`src/rtl/serial_adder_pkg.sv`:
```
// Shared definitions for the bit-serial adder: FSM state encoding and default operand width.
package serial_adder_pkg;

  localparam int WIDTH_DEFAULT = 8;

  typedef enum logic [1:0] {
    IDLE = 2'd0,
    RUN  = 2'd1,
    DONE = 2'd2
  } state_t;

endpackage

```
`src/rtl/serial_adder_fa_cell.sv`:
```
// Combinational full adder built from two half adders, used as the
// one-bit datapath of the serial adder.
module halfAdder (
  input  logic a,
  input  logic b,
  output logic s,
  output logic c
);
  assign s = a ^ b;
  assign c = a & b;
endmodule

module fa_cell (
  input  logic a,
  input  logic b,
  input  logic ci,
  output logic s,
  output logic co
);
  logic s0, c0, c1;

  halfAdder u_ha0 (.a(a),  .b(b),  .s(s0), .c(c0));
  halfAdder u_ha1 (.a(s0), .b(ci), .s(s),  .c(c1));

  assign co = c0 | c1;
endmodule

```
`src/rtl/serial_adder.sv`:
```
// Bit-serial adder: operands shift through one full-adder cell LSB first,
// one bit per cycle, with the result published on the RUN->DONE edge.
module serial_adder
  import serial_adder_pkg::*;
#(
  parameter int WIDTH = WIDTH_DEFAULT
) (
  input  logic             clk,
  input  logic             rst,
  input  logic             start,
  input  logic [WIDTH-1:0] a,
  input  logic [WIDTH-1:0] b,
  input  logic             cin,
  output logic             ready,
  output logic             busy,
  output logic             done,
  output logic [WIDTH-1:0] sum,
  output logic             cout
);
  localparam int CW = $clog2(WIDTH);
  localparam logic [CW-1:0] LAST = CW'(WIDTH - 1);

  state_t           state;
  logic [WIDTH-1:0] sa, sb, res;
  logic             carry;
  logic [CW-1:0]    cnt;
  logic             s_bit, c_bit;

  fa_cell u_fa (
    .a  (sa[0]),
    .b  (sb[0]),
    .ci (carry),
    .s  (s_bit),
    .co (c_bit)
  );

  always_ff @(posedge clk) begin
    if (rst) begin
      state <= IDLE;
      ready <= 1'b1;
      busy  <= 1'b0;
      done  <= 1'b0;
      sum   <= '0;
      cout  <= 1'b0;
      sa    <= '0;
      sb    <= '0;
      res   <= '0;
      carry <= 1'b0;
      cnt   <= '0;
    end else begin
      case (state)
        IDLE: begin
          if (start) begin
            sa    <= a;
            sb    <= b;
            carry <= cin;
            res   <= '0;
            cnt   <= '0;
            state <= RUN;
            ready <= 1'b0;
            busy  <= 1'b1;
          end
        end
        RUN: begin
          sa    <= sa >> 1;
          sb    <= sb >> 1;
          carry <= c_bit;
          res   <= {s_bit, res[WIDTH-1:1]};
          cnt   <= cnt + CW'(1);
          // The last bit's sum is still combinational here, so it is merged in directly.
          if (cnt == LAST) begin
            sum   <= {s_bit, res[WIDTH-1:1]};
            cout  <= c_bit;
            state <= DONE;
            busy  <= 1'b0;
            done  <= 1'b1;
          end
        end
        DONE: begin
          state <= IDLE;
          done  <= 1'b0;
          ready <= 1'b1;
        end
        default: begin
          state <= IDLE;
          ready <= 1'b1;
          busy  <= 1'b0;
          done  <= 1'b0;
        end
      endcase
    end
  end

endmodule

```
`config.mk`:
```
export PLATFORM = sky130hd
export DESIGN_NAME = serial_adder
export DESIGN_NICKNAME = d
export VERILOG_FILES = /design/src/rtl/serial_adder_pkg.sv /design/src/rtl/serial_adder_fa_cell.sv /design/src/rtl/serial_adder.sv
export SDC_FILE = /design/constraint.sdc
export NUM_CORES = 1
export LEC_CHECK = 0
export BUFFER_PORTS_ARGS = -buffer_cell sky130_fd_sc_hd__clkbuf_2
export CORE_MARGIN = 2
export CORE_UTILIZATION = 45
export DETAILED_ROUTE_END_ITERATION = 10
export PLACE_DENSITY = 0.7
export SYNTH_ARGS = -nofsm -noshare
export SYNTH_HDL_FRONTEND = slang
export SYNTH_SLANG_ARGS = --single-unit
```
`constraint.sdc`:
```
create_clock -name clk -period 1.4 [get_ports clk]
set_input_delay 0.14 -clock clk [delete_from_list [all_inputs] [get_ports clk]]
set_output_delay 0.14 -clock clk [all_outputs]
set_load 0.05 [all_outputs]
```
==> results.sh <==
export IMPL_critical_path_startpoint_type="flip-flop"
export IMPL_yosys_area_share_adder_pct=2.559
export IMPL_power_density_nw_per_um2=1148
export IMPL_layout_drive_gt1_share_pct=32.41
export IMPL_start_util_pct=47.37
export IMPL_status="finished clean"
export IMPL_fin_util_pct=56.13
export IMPL_coreArea_um2=3716
export IMPL_yosysMostFrequentCell="dfxtp_1"
export IMPL_path_common_cell="ha_1"
export IMPL_cts_hold_buf=0
export IMPL_grt_use_met1_pct=23.02
export IMPL_firstDrtPassIters=4
export IMPL_max_cap_violations=0
export IMPL_worstMarginPinSlew_ns=0.4224
export IMPL_fin_worst_skew_ns=0.002409
export IMPL_vias_per_cell=5.068
export IMPL_synth_nets=201
export IMPL_synth_edf_count=0
export IMPL_setup_viol=0
export IMPL_ys_warn_count=0
export IMPL_fp_dieH_um=66.55
export IMPL_grt_util_all_layers_pct=16.41
export IMPL_period_share_pct=92.01
export IMPL_cts_root_buf="clkbuf_8"
export IMPL_synth_seq_area_share_pct=46.62
export IMPL_cpPeakStageDelay_ns=0.33
export IMPL_top_usage_layer="met2"
export IMPL_yosys_area_top_type="dfxtp_1"
export IMPL_required_ns=1.62
export IMPL_cp_top_family="adder cells"
export IMPL_ys_seq_elements=41
export IMPL_gp_congestion=0.7680
export IMPL_post_cts_buffers=0
export IMPL_nNetsFinal=238
export IMPL_min_to="sa[6]"
export IMPL_grt_ovfl_total=0
export IMPL_final_hold_violation_count=0
export IMPL_relSlewSlack_pct=71.84
export IMPL_synth_ff_type="dfxtp_1"
export IMPL_clock_fmax_mhz=776.4
export IMPL_syn2layout_area_growth_pct=18.48
export IMPL_r2r_end="cout"
export IMPL_synth_xor_area_share_pct=0
export IMPL_cts_tree="done"
export IMPL_cts_repair_resized=0
export IMPL_cts_max_level=2
export IMPL_rows=22
export IMPL_syn_area_um2=1760
export IMPL_dieArea_um2=4428
export IMPL_fillCellCount=364
export IMPL_wire_per_inst_um=12.22
export IMPL_slew_viol_final=0
export IMPL_synth_compound_area_share_pct=22.03
export IMPL_synth_mux_area_share_pct=6.823
export IMPL_synth_simple_gate_area_share_pct=15.14
export IMPL_hp_start="a[6]"
export IMPL_ys_types=27
export IMPL_whs_path_depth=3
export IMPL_portBuffers=31
export IMPL_slowest_stage="dfxtp_1"
export IMPL_synth_top_family_by_area="compound AO/OA/AOI/OAI gates"
export IMPL_worstPathArrival_ns=1.51
export IMPL_die_x_um=66.55
export IMPL_diodes=0
export IMPL_dp_cells=256
export IMPL_grt_max_degree=23
export IMPL_wirelength_um=3225
export IMPL_irDropWorstVdd_mv=0.8671
export IMPL_yosys_top_cells_count="41 x dfxtp_1, 32 x nor2_1, 13 x a21oi_1, 12 x mux2i_1"
export IMPL_setup_worst_path_class="flip-flop to flip-flop"
export IMPL_dp_hpwl_um=2219
export IMPL_insertion_delay_ns=0.29
export IMPL_grtUsageMet3_pct=5.236
export IMPL_path_buf_inv=1
export IMPL_cts_sinks=41
export IMPL_synth_async_reset_ratio_pct=0
export IMPL_antenna_found_initial=0
export IMPL_ant_nets=0
export IMPL_netlist_instances=178
export IMPL_power_leakage_nw=0.8721
export IMPL_final_min_clock_period_ns=1.288
export IMPL_drtIter0Drc=35
export IMPL_path_clk_slew_ns=0.07
export IMPL_regToRegStartpoint="cnt[0]"
export IMPL_crit_chain="ha_1 > ha_1 > nand3b_1 > buf_4 > nand2_1 > a21oi_2"
export IMPL_cts_max_path_buffers=2
export IMPL_synth_area_top_cells="dfxtp_1 47%, a211oi_2 7.1%, mux2i_1 6.8%"
export IMPL_avgSynthCellArea_um2=9.890
export IMPL_grtUsageMet2_pct=23.75
export IMPL_min_path_type="primary input to flip-flop"
export IMPL_cts_inserted_buffers=5
export IMPL_reg2reg_depth=6
export IMPL_ios=32
export IMPL_endpoint_kind="flip-flop"
export IMPL_grt_pass1_vias=1238
export IMPL_netlist_area_leader_share_pct=46.62
export IMPL_rrSetupSlack_ns=0.11
export IMPL_vias=1338
export IMPL_final_cells=264
export IMPL_grt_pass1_wl_um=5513
export IMPL_cp_max_fo=5
export IMPL_drc=0
-- area by class of cell --
cell class                      instances  area (um2)  share of cell area (%)
Multi-Input combinational cell        119       823.3                   39.47
Sequential cell                        41       820.8                   39.35
Timing Repair Buffer                   44       265.3                   12.72
Clock buffer                            7       96.34                   4.619
Tap cell                               48       60.06                   2.879
Inverter                                4       15.01                  0.7199
Clock inverter                          1       5.005                  0.2400
-- how the worst max path moves through the flow --
stage          cells after the start      to  slack, ns   start
2_1_floorplan                      6  sum[0]       0.17  cnt[0]
3_3_place_gp                       6  sum[0]       0.17  cnt[0]
3_5_place_dp                       6  sum[6]       0.14  cnt[0]
4_1_cts                            6    cout       0.12  cnt[0]
5_1_grt                            6    cout    -0.0002  cnt[0]
6_report                           6    cout       0.11  cnt[0]
-- report_power, final --
group / leakage [nW] / switching [mW] / internal [mW]
Sequential: 0.336 / 0.0326 / 1.22
Clock: 0.0542 / 0.391 / 0.445
Combinational: 0.482 / 0.169 / 0.135
-- per-stage QoR --
stage	TNS, ns	cell area, um2	hold WS, ns	setup WS (ns)	power (mW)
2_1_floorplan	0	1760	0.2160	0.1655	1.509
4_1_cts	0	2082	0.07724	0.1201	2.418
6_report	0	2086	0.07900	0.1119	2.394
3_5_place_dp	0	1981	0.3883	0.1446	1.584
3_3_place_gp	0	1981	0.3876	0.1682	1.581
5_1_grt	-0.0001628	2086	0.07559	-0.0001628	2.509
-- flip-flops by register name (all words and copies together), names as in the netlist --
register / flops
busy: 1
carry: 1
cnt: 3
cout: 1
done: 1
ready: 1
res: 7
sa: 8
sb: 8
state: 2
sum: 8
-- cells in the final DEF (no fill, tap or decap) --
cell and instances:
inv_1 4, o21bai_1 1, buf_4 12, nor2_1 32, mux2i_1 12, nor2b_1 2, nand3b_1 3, ha_1 2
nand3_1 9, clkinv_2 1, a211oi_2 10, a21oi_1 12, buf_12 1, nand2b_1 3, clkbuf_2 31, a211o_1 1
fa_1 1, o21ai_0 2, a21oi_2 1, o21bai_2 1, a22oi_1 9, o21ba_1 1, and2b_4 1, nand2_1 10
clkbuf_8 7, a211oi_1 1, a2111oi_2 5, dfxtp_1 41
-- worst min-delay path: stages --
cell and delay (ns):
clkbuf_2 0.08, inv_1 0.05, a2111oi_2 0.05
-- metal layers --
metal	routed length [um]	part of all wire (%)
met5	0	0
met1	1699	53
met4	45	1.4
met3	158	4.9
met2	1321	41
-- cell families (layout without fill, tap and decap cells) --
logic type | after synthesis | count (layout)
flip-flops | 41 | 41
AND/OR/NAND/NOR | 60 | 60
adder cells (fa/ha/maj) | 3 | 3
multiplexers | 12 | 12
buffers and inverters | 18 | 56
AO/OA/AOI/OAI | 44 | 44
No activity file was read; power rests on OpenSTA's default activity.
